<file path="src/rtl/score_pkg.sv">
// Shared types and constants for the score keeper and its BCD display converter.
package score_pkg;

  localparam int unsigned BIN_W         = 14;
  localparam int unsigned SHIFT_CYCLES  = 14;
  localparam int unsigned SAT_VALUE_DEF = 9999;
  localparam int unsigned CNT_W         = $clog2(SHIFT_CYCLES);

  typedef enum logic [1:0] {
    IDLE,
    LOAD,
    SHIFT,
    DONE
  } conv_state_e;

  // Saturate a 32-bit score to the display limit and narrow it to the converter width.
  function automatic logic [BIN_W-1:0] clamp_sat(input logic [31:0] value,
                                                 input logic [31:0] sat);
    return (value > sat) ? BIN_W'(sat) : BIN_W'(value);
  endfunction

endpackage

</file>
<file path="src/rtl/bin2bcd.sv">
// Sequential double-dabble converter: one LOAD, SHIFT_CYCLES shifts, one DONE per conversion.
module bin2bcd
  import score_pkg::*;
#(
  parameter int unsigned DIGITS = 4
) (
  input  logic                  clk,
  input  logic                  rst_n,
  input  logic                  start,
  input  logic [BIN_W-1:0]      bin_in,
  output logic                  busy,
  output logic                  done,
  output logic [4*DIGITS-1:0]   bcd_out
);

  conv_state_e           state_q, state_d;
  logic [BIN_W-1:0]      bin_q, bin_d;
  logic [4*DIGITS-1:0]   scratch_q, scratch_d;
  logic [4*DIGITS-1:0]   bcd_q, bcd_d;
  logic [CNT_W-1:0]      cnt_q, cnt_d;
  logic                  done_q, done_d;
  logic [4*DIGITS-1:0]   bcd_adj;

  always_comb begin
    bcd_adj = scratch_q;
    for (int unsigned i = 0; i < DIGITS; i++) begin
      if (scratch_q[4*i +: 4] >= 4'd5) begin
        bcd_adj[4*i +: 4] = scratch_q[4*i +: 4] + 4'd3;
      end
    end
  end

  always_comb begin
    state_d   = state_q;
    bin_d     = bin_q;
    scratch_d = scratch_q;
    bcd_d     = bcd_q;
    cnt_d     = cnt_q;
    done_d    = 1'b0;
    case (state_q)
      IDLE: begin
        if (start) state_d = LOAD;
      end
      LOAD: begin
        bin_d     = bin_in;
        scratch_d = '0;
        cnt_d     = '0;
        state_d   = SHIFT;
      end
      SHIFT: begin
        {scratch_d, bin_d} = {bcd_adj, bin_q} << 1;
        cnt_d              = cnt_q + CNT_W'(1);
        if (cnt_q == CNT_W'(SHIFT_CYCLES - 1)) state_d = DONE;
      end
      DONE: begin
        bcd_d   = scratch_q;
        done_d  = 1'b1;
        state_d = start ? LOAD : IDLE;
      end
      default: state_d = IDLE;
    endcase
  end

  always_ff @(posedge clk or negedge rst_n) begin
    if (!rst_n) begin
      state_q   <= IDLE;
      bin_q     <= '0;
      scratch_q <= '0;
      bcd_q     <= '0;
      cnt_q     <= '0;
      done_q    <= 1'b0;
    end else begin
      state_q   <= state_d;
      bin_q     <= bin_d;
      scratch_q <= scratch_d;
      bcd_q     <= bcd_d;
      cnt_q     <= cnt_d;
      done_q    <= done_d;
    end
  end

  assign busy    = (state_q == LOAD) || (state_q == SHIFT);
  assign done    = done_q;
  assign bcd_out = bcd_q;

endmodule

</file>
<file path="src/rtl/score_keeper.sv">
// High-score tracking, restart pulse generation and free-running BCD display refresh.
module score_keeper
  import score_pkg::*;
#(
  parameter int unsigned DIGITS    = 4,
  parameter int unsigned SAT_VALUE = SAT_VALUE_DEF
) (
  input  logic                  clk,
  input  logic                  rst_n,
  input  logic [31:0]           points,
  input  logic                  terminated,
  input  logic                  restart,
  input  logic                  show_hs,
  output logic                  hs_rst,
  output logic [31:0]           high_score,
  output logic                  new_record,
  output logic [4*DIGITS-1:0]   bcd_digits,
  output logic                  bcd_valid
);

  logic         term_q, term_d;
  logic         term_prev_q, term_prev_d;
  logic [31:0]  high_score_q, high_score_d;
  logic         new_record_q, new_record_d;
  logic         hs_rst_q, hs_rst_d;
  logic         term_rise;
  logic         record;
  logic [31:0]  conv_src;
  logic [BIN_W-1:0] conv_bin;
  logic         conv_busy;
  logic         conv_start;

  always_comb begin
    term_d       = terminated;
    term_prev_d  = term_q;
    term_rise    = term_q & ~term_prev_q;
    record       = term_rise && (points > high_score_q);
    high_score_d = high_score_q;
    new_record_d = new_record_q;
    hs_rst_d     = restart;
    // A record in the same cycle as restart wins: the flag must survive the clear.
    if (record) begin
      high_score_d = points;
      new_record_d = 1'b1;
    end else if (restart) begin
      new_record_d = 1'b0;
    end
  end

  always_ff @(posedge clk or negedge rst_n) begin
    if (!rst_n) begin
      term_q       <= 1'b0;
      term_prev_q  <= 1'b0;
      high_score_q <= '0;
      new_record_q <= 1'b0;
      hs_rst_q     <= 1'b0;
    end else begin
      term_q       <= term_d;
      term_prev_q  <= term_prev_d;
      high_score_q <= high_score_d;
      new_record_q <= new_record_d;
      hs_rst_q     <= hs_rst_d;
    end
  end

  always_comb begin
    conv_src   = show_hs ? high_score_q : points;
    conv_bin   = clamp_sat(conv_src, 32'(SAT_VALUE));
    conv_start = ~conv_busy;
  end

  bin2bcd #(
    .DIGITS(DIGITS)
  ) u_bin2bcd (
    .clk     (clk),
    .rst_n   (rst_n),
    .start   (conv_start),
    .bin_in  (conv_bin),
    .busy    (conv_busy),
    .done    (bcd_valid),
    .bcd_out (bcd_digits)
  );

  assign hs_rst     = hs_rst_q;
  assign high_score = high_score_q;
  assign new_record = new_record_q;

endmodule

</file>
<file path="config.mk">
export PLATFORM = sky130hd
export DESIGN_NAME = score_keeper
export DESIGN_NICKNAME = d
export VERILOG_FILES = /design/src/rtl/score_pkg.sv /design/src/rtl/bin2bcd.sv /design/src/rtl/score_keeper.sv
export SDC_FILE = /design/constraint.sdc
export NUM_CORES = 1
export LEC_CHECK = 0
export BUFFER_PORTS_ARGS = -buffer_cell sky130_fd_sc_hd__buf_2
export CAP_MARGIN = 20
export CORE_MARGIN = 1
export CORE_UTILIZATION = 42
export DETAILED_ROUTE_END_ITERATION = 10
export GPL_TIMING_DRIVEN = 0
export SLEW_MARGIN = 15
export SYNTH_ARGS = -nofsm -noshare
export SYNTH_HDL_FRONTEND = slang
export SYNTH_SLANG_ARGS = --single-unit
export TNS_END_PERCENT = 10
</file>
<file path="constraint.sdc">
create_clock -name clk -period 8 [get_ports clk]
set_clock_uncertainty 0.15 [all_clocks]
set_input_delay 0.4 -clock clk [delete_from_list [all_inputs] [get_ports clk]]
set_output_delay 0.4 -clock clk [all_outputs]
set_load 0.01 [all_outputs]
</file>
Word-level counts from Yosys, hierarchy flattened

Cells that the tools add are included.

Output and inout bits: 51
Register bits: 89

Multiplexer cells: 16
Reduce and logical (&&, ||, !) cells: 6
Bitwise logic cells: 2
Eq/ne operators: 6
Magnitude comparators: 6
$add $sub $neg: 5

Operators with widths:

| operator                                                                             | count |
|---|---|
| 32-bit by 14-bit > comparator with 1-bit output (second input constant)              | 1 |
| 32-bit > comparator                                                                  | 1 |
| 32-bit 2-to-1 mux                                                                    | 1 |
| 16-bit case mux with 2 select lines                                                  | 1 |
| 14-bit case mux with 2 select lines                                                  | 1 |
| 4-bit by 3-bit greater-or-equal comparator with 1-bit output (second input constant) | 4 |
| 14-bit 2-to-1 mux                                                                    | 1 |
| 4-bit by 2-bit adder with 4-bit output (second input constant)                       | 3 |
| 4-bit 2-to-1 mux                                                                     | 3 |
| 2-bit case mux with 4 select lines                                                   | 1 |
| 4-bit case mux with 2 select lines                                                   | 1 |
| 4-bit by 1-bit adder with 4-bit output (second input constant)                       | 1 |
| 2-bit equality test (second input constant)                                          | 2 |
| 4-bit equality test (second input constant)                                          | 1 |
| 1-bit 2-to-1 mux                                                                     | 4 |
| 2-bit 2-to-1 mux                                                                     | 2 |
| 2-bit nonzero test                                                                   | 2 |
| 3-bit by 2-bit adder with 3-bit output (second input constant)                       | 1 |
| 3-bit 2-to-1 mux                                                                     | 1 |
| 2-bit by 1-bit equality test with 1-bit output (second input constant)               | 1 |
| 2-bit logical NOT                                                                    | 1 |
| 2-bit by 1-bit != test with 1-bit output (second input constant)                     | 1 |
| 2-bit != test (second input constant)                                                | 1 |
| 2-bit AND reduction                                                                  | 1 |
| 4 further kinds                                                                      | 4 |

Logic depth before layout (Yosys ltp)

Gate-level depths: netlist of the first run.

Depth in word-level cells: 4
Mapped depth: 9
Gate-level depth less buffers: 8

Hierarchy

From an unflattened synthesis of the first run, not the netlist that was laid out.

Cell total of the unflattened synthesis: 491
Area, all modules: 5200.0 sq um

By module, submodules not included:

| module       | area an instance (sq um) | sequential area each (sq um) | instances | cells each |
|---|---|---|---|---|
| bin2bcd      | 2663.8                   | 1326.3                       | 1         | 241 |
| score_keeper | 2536.2                   | 900.9                        | 1         | 250 |

Worst setup path after synthesis of the first run

No wires, ideal clock.

Path kind: register to register
Start point: register high_score_q[15], in the netlist high_score[15]
End point: register high_score_q[10], in the netlist high_score[10]
Path buffers: 1
Path slack: 5.261 ns
Period minus slack after synthesis: 2.739 ns
Required time: 7.725 ns
Arrival: 2.464 ns
Stages on the path, launching flop included: 10
Cells stage by stage: dfrtp_1 > inv_1 > ha_1 > nand4_2 > or4_1 > and3_1 > nand3_2 > a2bb2oi_4 > buf_12 > mux2_4

Cells in the longest elaborated chain, start to end: 2

RTL lines:

| what                     | RTL line           | source |
|---|---|---|
| start: declaration       | score_keeper.sv:23 | `logic [31:0] high_score_q, high_score_d;` |
| start signal: assignment | score_keeper.sv:60 | `high_score_q <= high_score_d;` |
| 32-bit > comparator      | score_keeper.sv:37 | `record = term_rise && (points > high_score_q);` |
| 1-bit logical AND        | score_keeper.sv:37 |  |

No other way between the ends.
A chain may end at the register's enable or synchronous reset.

Final worst setup path of the first run

Start point: register high_score_q[15], in the netlist high_score[15]
End point: register high_score_q[7], in the netlist high_score[7]

Same word-level chain as after synthesis.

==> impl_metrics.py, run 1 <==
metrics = {
    "cells_and_area": {
        "drive_gt1_share_pct": 28.2,
        "num-fill-cells": 1068,
        "antenna_cells": 0,
        "nNetsFinal": 652,
        "area_growth_pct": 18.3,
        "layout_commonest_cell": "dfrtp_1",
        "final_cell_mix": "dfrtp_1, buf_2, inv_1, ha_1, mux2_4",
        "final_area_um2": 6070,
    },
    "global_routing": {
        "grt_start_max_net_pins": 56,
        "antenna_found_initial": 0,
        "grt_pass1_wl_mm": 19.6,
        "grt_usage_pct": 19.9,
        "grt.met1_usage_pct": 25.3,
        "grt_remaining_overflow": 0,
        "top_usage_layer": "met2",
        "gr-usage-met2_pct": 33.8,
        "grt_pass1_vias": 3920,
        "met3_usage_pct": 5.51,
    },
    "yosys": {
        "netlist_instances": 468,
        "yosysWarnings": 0,
        "yosysSeqAreaShare_pct": 43.4,
        "synth-xor-area-share_pct": 1.20,
        "synth-compound-area-share_pct": 14.1,
        "synthMuxAreaShare_pct": 14.4,
        "synth_async_sr_flop_share_pct": 100,
        "synth_top_family_by_area": "multiplexers",
        "yosys.area_share.simple_pct": 8.37,
        "synth_flop_cell": "dfrtp_1",
        "synth_edf_count": 0,
        "synth.distinct_cells": 43,
        "synth_fa_ha_area_share_pct": 11.2,
        "syn_avg_cell_area_um2": 11.0,
        "syn_area_um2": 5130,
        "ys_ff_latch": 89,
        "synth_fp_nets": 551,
    },
    "power": {
        "seqPwrFrac_pct": 39.6,
        "powerDensity_nw_per_um2": 278,
        "swShare_pct": 35.0,
        "pwr-share-clk_pct": 23.2,
        "p_switching_uw": 590,
        "p_leak_uw": 0.00297,
        "p_comb_share_pct": 37.3,
        "ir_drop_v": 0.000246,
        "power.total_uw": 1690,
        "intPower_uw": 1100,
    },
    "clock_network": {
        "post_cts_resized": 0,
        "clk_latency_ps": 340,
        "cts_tree": "built",
        "numClockSinks": 89,
        "root_buffer": "clkbuf_16",
        "clkSlewWorstSetupHoldPaths_ps": 60,
        "cts_buffer_depth": 2,
        "htree_levels": 3,
        "hold_buffers": 2,
        "post_cts_buffers": 0,
        "cts_inserted_buffers": 9,
    },
    "hold_path": {
        "hold_path_depth": 1,
        "hold_path_end": "hs_rst$_DFF_PN0_",
        "min-delay-start": "restart",
        "hp-class": "input pin to register",
    },
    "worst_setup_path": {
        "criticalPathCategory": "register to register",
        "crit_fanout": 10,
        "r2r_cells": 9,
        "cp.arrival_ps": 3030,
        "rrSetupSlack_ps": 5050,
        "reg2reg_to": "high_score[7]$_DFFE_PN0P_",
        "start_kind": "register",
        "cp.required_ps": 8080,
        "regToRegStartpoint": "high_score[15]$_DFFE_PN0P_",
        "endpoint_kind": "register",
    },
    "timing": {
        "final-max-slew-violation-count": 0,
        "rsz0062_at_grt": "no",
        "finalHoldViolations": 0,
        "slew_headroom_pct": 57.9,
        "fmax_mhz": 339,
        "finalWorstSetupSlack_ps": 5050,
        "setup_tns_ps": 0,
        "setup_viol": 0,
        "fin_crit_sh_pct": 36.9,
        "whs_ps": 22.8,
        "fin_crit_ps": 2950,
        "max_slew.worst_pin.slew_ps": 626,
    },
    "placed_design": {
        "numPortBuffers": 87,
        "gp_congestion": 0.835,
        "dp_hpwl_mm": 8.81,
        "dpl_cell_area_um2": 5770,
        "dp_slack_ps": 4970,
    },
    "detailed_routing": {
        "ant_nets": 0,
        "firstDrtPassIters": 4,
        "drc": 0,
        "wl_mm": 11.6,
        "wl_per_cell_um": 16.2,
        "via_per_inst": 5.44,
        "drtIter0Drc": 138,
        "vias": 3904,
    },
    "outcome": {
        "status": "finished, final reports clean",
    },
    "die": {
        "die_y_um": 112,
        "core_area_um2": 11700,
        "die-area_um2": 12700,
        "die_w_um": 112,
        "ioPinCount": 88,
        "core.rowCount": 39,
        "initial_utilization_pct": 44.0,
    },
    "job": {
        "max-cap-violations": 0,
    },
}
==> state kept, by name, indices dropped and copies added, names as in the netlist <==
signal / flops
u_bin2bcd.bin_q: 14
u_bin2bcd.bcd_out: 16
term_prev_q: 1
hs_rst: 1
u_bin2bcd.done: 1
u_bin2bcd.scratch_q: 16
new_record: 1
u_bin2bcd.state_q: 2
u_bin2bcd.cnt_q: 4
high_score: 32
term_prev_d: 1
==> worst max-delay path, cell delays in order, from the launching register on <==
cell and delay, ps:
dfrtp_1 420, inv_1 60, ha_1 330, nand4_2 150
or4_1 590, and3_1 220, nand3_2 90, a2bb2oi_4 320
buf_12 200, mux2_4 300
==> per-stage QoR <==
stage          instances  utilization (%)
3_5_place_dp         699             49.5
4_1_cts              717             52.0
6_report             717             52.0
3_3_place_gp         698             49.2
5_1_grt              717             52.0
2_1_floorplan        468                -
==> metal layers <==
metal / routed length [um] / part of all wire (%)
met1: 5320 / 46
met2: 5730 / 49
met3: 505 / 4.3
met4: 73 / 0.63
met5: 0 / 0
==> how the worst max path moves through the flow <==
stage                                          start  cells past startpoint                          to  slack (ps)
after detailed placement                  points[15]                      9   high_score[9]$_DFFE_PN0P_        4970
after global placement                    points[15]                      9   high_score[6]$_DFFE_PN0P_        5000
after CTS                 high_score[15]$_DFFE_PN0P_                      9   high_score[7]$_DFFE_PN0P_        5020
after floorplan           high_score[15]$_DFFE_PN0P_                      9  high_score[10]$_DFFE_PN0P_        5260
after global routing      high_score[31]$_DFFE_PN0P_                      9   high_score[7]$_DFFE_PN0P_        4780
final                     high_score[15]$_DFFE_PN0P_                      9   high_score[7]$_DFFE_PN0P_        5050
==> power groups by stage <==
stage	Combinational, uW	Clock [uW]	Sequential, uW
5_1_grt	698	423	681
3_5_place_dp	631	0	672
6_report	629	391	667
4_1_cts	636	403	666
3_3_place_gp	609	0	669
2_1_floorplan	392	0	687
==> cells in the mapped netlist, drive strengths merged, types with 5 or more instances <==
cell | instances | area share [%]
dfrtp | 89 | 43
inv | 64 | 4.7
mux2 | 48 | 13
ha | 46 | 11
a21oi | 25 | 2.4
o22ai | 23 | 2.8
nand2 | 19 | 1.4
o21ai | 19 | 1.9
clkbuf | 12 | 0.88
nor4 | 11 | 1.3
mux2i | 9 | 1.8
nand4 | 9 | 1.2
nor2 | 9 | 0.66
nor2b | 8 | 0.98
a2111oi | 7 | 1.6
buf | 7 | 1.7
o21a | 7 | 1.0
xnor2 | 7 | 1.2
a31oi | 6 | 0.73
nand3 | 6 | 0.68
nor3 | 6 | 0.59
o311ai | 6 | 1.0
nand2b | 5 | 0.61
==> logic make-up after synthesis <==
logic type               count (synthesis)
buffers and inverters                   83
flip-flops                              89
multiplexers                            57
AND/OR/NAND/NOR                         79
XOR/XNOR                                 7
adder cells (fa/ha/maj)                 46
AO/OA/AOI/OAI                          107
==> area by class of cell <==
type | count | area, um2 | area share, %
Multi-Input combinational cell | 296 | 2530 | 41.7
Sequential cell | 89 | 2230 | 36.7
Buffer | 19 | 131 | 2.17
Tap cell | 143 | 179 | 2.95
Timing Repair Buffer | 90 | 485 | 8.00
Inverter | 64 | 240 | 3.96
Clock buffer | 11 | 243 | 4.00
Clock inverter | 5 | 31.3 | 0.516
(Power assumes the default switching activity.)
==> run 2, diff against run 1 <==
- ABC_AREA: default -> 1
- PLACE_DENSITY: default -> 0.65
- clock period: 8 -> 2.46 ns (I/O delays scaled with it)
==> impl_metrics.py, run 2 <==
metrics = {
    "placed_design": {
        "dp_slack_ps": 76.5,
        "dpl_cell_area_um2": 5760,
        "dp_hpwl_mm": 8.87,
        "numPortBuffers": 87,
        "gp_congestion": 0.805,
    },
    "worst_setup_path": {
        "criticalPathCategory": "register to register",
        "reg2reg_to": "new_record$_DFFE_PN0P_",
        "path_common_cell": "nor2_1",
        "rrSetupSlack_ps": 220,
        "start_kind": "register",
        "cp.arrival_ps": 2330,
        "cp.required_ps": 2540,
        "cpPeakStageDelay_ps": 390,
        "regToRegStartpoint": "high_score[31]$_DFFE_PN0P_",
        "crit_path_cell_trace": "inv_1 -> ha_1 -> nand2_1 -> nor2_1 -> and2_1 -> nand3_1 -> nor2_1 -> nor2_2 -> nand2_2 -> buf_2 -> o21ai_1",
        "endpoint_kind": "register",
        "crit_fanout": 10,
        "worst_path_max_delay_cell": "dfrtp_1",
        "r2r_cells": 11,
    },
    "yosys": {
        "yosysMostFrequentCell": "nand2_1",
        "syn_area_um2": 5120,
        "synth_area_leaders": "dfrtp_1, nand2_1, ha_1",
        "synth.distinct_cells": 34,
        "synthMuxAreaShare_pct": 0,
        "netlist_top_cells_count": "nand2_1, dfrtp_1, inv_1, nor2_1, nand3_1",
        "synth_top_family_by_area": "simple AND/OR/NAND/NOR gates",
        "synth_top_cell_by_area": "dfrtp_1",
        "yosys.area_share.simple_pct": 25.7,
        "syn_avg_cell_area_um2": 7.83,
        "synth_top_area_share_pct": 43.5,
        "ys_ff_latch": 89,
        "synth-xor-area-share_pct": 0.855,
        "synth_edf_count": 0,
        "synth-compound-area-share_pct": 10.0,
        "yosysSeqAreaShare_pct": 43.5,
        "synth_async_sr_flop_share_pct": 100,
        "synth_fa_ha_area_share_pct": 11.2,
        "synth_flop_cell": "dfrtp_1",
        "synth_fp_nets": 737,
        "yosysWarnings": 0,
        "netlist_instances": 654,
    },
    "global_routing": {
        "antenna_found_initial": 0,
        "grt_usage_pct": 20.6,
        "grt_pass1_vias": 4614,
        "grt_start_max_net_pins": 52,
        "grt_pass1_wl_mm": 20.7,
        "grt_remaining_overflow": 0,
    },
    "cells_and_area": {
        "final_cell_mix": "nand2_1, buf_2, dfrtp_1, inv_1, nor2_1",
        "area_growth_pct": 25.9,
        "final_area_um2": 6450,
        "nNetsFinal": 871,
        "layout_commonest_cell": "nand2_1",
        "largest_reg_flops": 32,
        "drive_gt1_share_pct": 17.4,
        "antenna_cells": 0,
    },
    "detailed_routing": {
        "via_per_inst": 4.98,
        "ant_nets": 0,
        "drtIter0Drc": 165,
        "firstDrtPassIters": 4,
        "vias": 4665,
        "drc": 0,
        "wl_per_cell_um": 12.9,
        "wl_mm": 12.1,
    },
    "clock_network": {
        "cts_buffer_depth": 2,
        "post_cts_buffers": 0,
        "clkSlewWorstSetupHoldPaths_ps": 70,
        "cts_inserted_buffers": 9,
        "root_buffer": "clkbuf_16",
        "cts_tree": "built",
        "numClockSinks": 89,
        "clk_latency_ps": 350,
        "htree_levels": 3,
    },
    "timing": {
        "fmax_mhz": 446,
        "max_slew.worst_pin.slew_ps": 544,
        "finalHoldViolations": 0,
        "slew_headroom_pct": 63.7,
        "finalWorstSetupSlack_ps": 217,
        "whs_ps": 160,
        "setup_viol": 0,
        "final-max-slew-violation-count": 0,
        "fin_crit_ps": 2240,
        "fin_crit_sh_pct": 91.2,
    },
    "die": {
        "initial_utilization_pct": 43.9,
        "ioPinCount": 88,
        "die_y_um": 112,
        "core.rowCount": 39,
        "die-area_um2": 12600,
        "die_w_um": 112,
        "core_area_um2": 11700,
    },
    "hold_path": {
        "hp-class": "input pin to asynchronous set/reset pin",
    },
    "power": {
        "p_leak_uw": 0.00337,
        "ir_drop_v": 0.000751,
        "powerDensity_nw_per_um2": 989,
    },
    "job": {
        "max-cap-violations": 0,
    },
    "outcome": {
        "status": "finished, final reports clean",
    },
}
-- run 2: worst max path at each step --
| stage | startpoint | to | slack [ps] | cells after the start |
|---|---|---|---|---|
| 2_1_floorplan | high_score[31]$_DFFE_PN0P_ | high_score[16]$_DFFE_PN0P_ | 420 | 12 |
| 3_3_place_gp | high_score[31]$_DFFE_PN0P_ | high_score[29]$_DFFE_PN0P_ | 130 | 11 |
| 3_5_place_dp | high_score[31]$_DFFE_PN0P_ | high_score[5]$_DFFE_PN0P_ | 80 | 11 |
| 4_1_cts | high_score[31]$_DFFE_PN0P_ | high_score[5]$_DFFE_PN0P_ | 50 | 11 |
| 5_1_grt | high_score[31]$_DFFE_PN0P_ | high_score[17]$_DFFE_PN0P_ | -10 | 12 |
| 6_report | high_score[31]$_DFFE_PN0P_ | new_record$_DFFE_PN0P_ | 220 | 11 |
-- run 2: layer usage --
metal	GRT usage, %	vias to the layer above	share of wire (%)
met5	0	-	0
met4	5.60	0	1.2
met3	5.35	13	4.2
met2	36.6	93	50
met1	24.8	2192	45
li1	-	2367	-
-- run 2: critical path, delay by kind of cell (launching register included) --
kind	cells	cell delay (ps)
and+or+nand+nor	7	870
DFF	1	390
buffers and inverters	2	320
adders and majority gates	1	290
AOI/OAI and AO/OA	1	90
-- run 2: cells by family (layout without fill, tap and decap cells) --
family	Yosys count	count (layout)
xor gates and xnor gates	5	5
DFF	89	89
buffers and inverters	106	245
and+or+nand+nor	314	314
adders and majority gates	46	46
AOI/OAI and AO/OA	94	94
-- run 2: metrics by stage --
stage	setup TNS [ps]	power (uW)	std cells	utilization [%]
after global placement	0	4760	884	49.2
after CTS	0	6430	936	55.2
after global routing	-89.9	6920	936	55.3
final	0	6380	936	55.3
after detailed placement	0	4880	885	49.4
after floorplan	0	3950	654	-
-- run 2: what timing repair did --
item	CTS	global route
setup endpoints to repair	0	31
hold buffers	35	0
endpoints found under the hold margin	73	0
gates resized for setup	0	14
-- run 2: area by class of cell --
| cell class | count | area, um2 |
|---|---|---|
| Buffer | 22 | 120 |
| Tap cell | 143 | 179 |
| Inverter | 84 | 329 |
| Timing Repair Buffer | 123 | 816 |
| Clock buffer | 9 | 225 |
| Fill cell | 1099 | 5220 |
| Sequential cell | 89 | 2230 |
| Clock inverter | 7 | 92.6 |
| Multi-Input combinational cell | 459 | 2460 |
-- run 2: power by group --
group	total (uW)	switching [uW]	internal, uW
registers	2280	351	1930
clock network	1470	648	821
logic	2620	1590	1030
total	6380	2590	3780
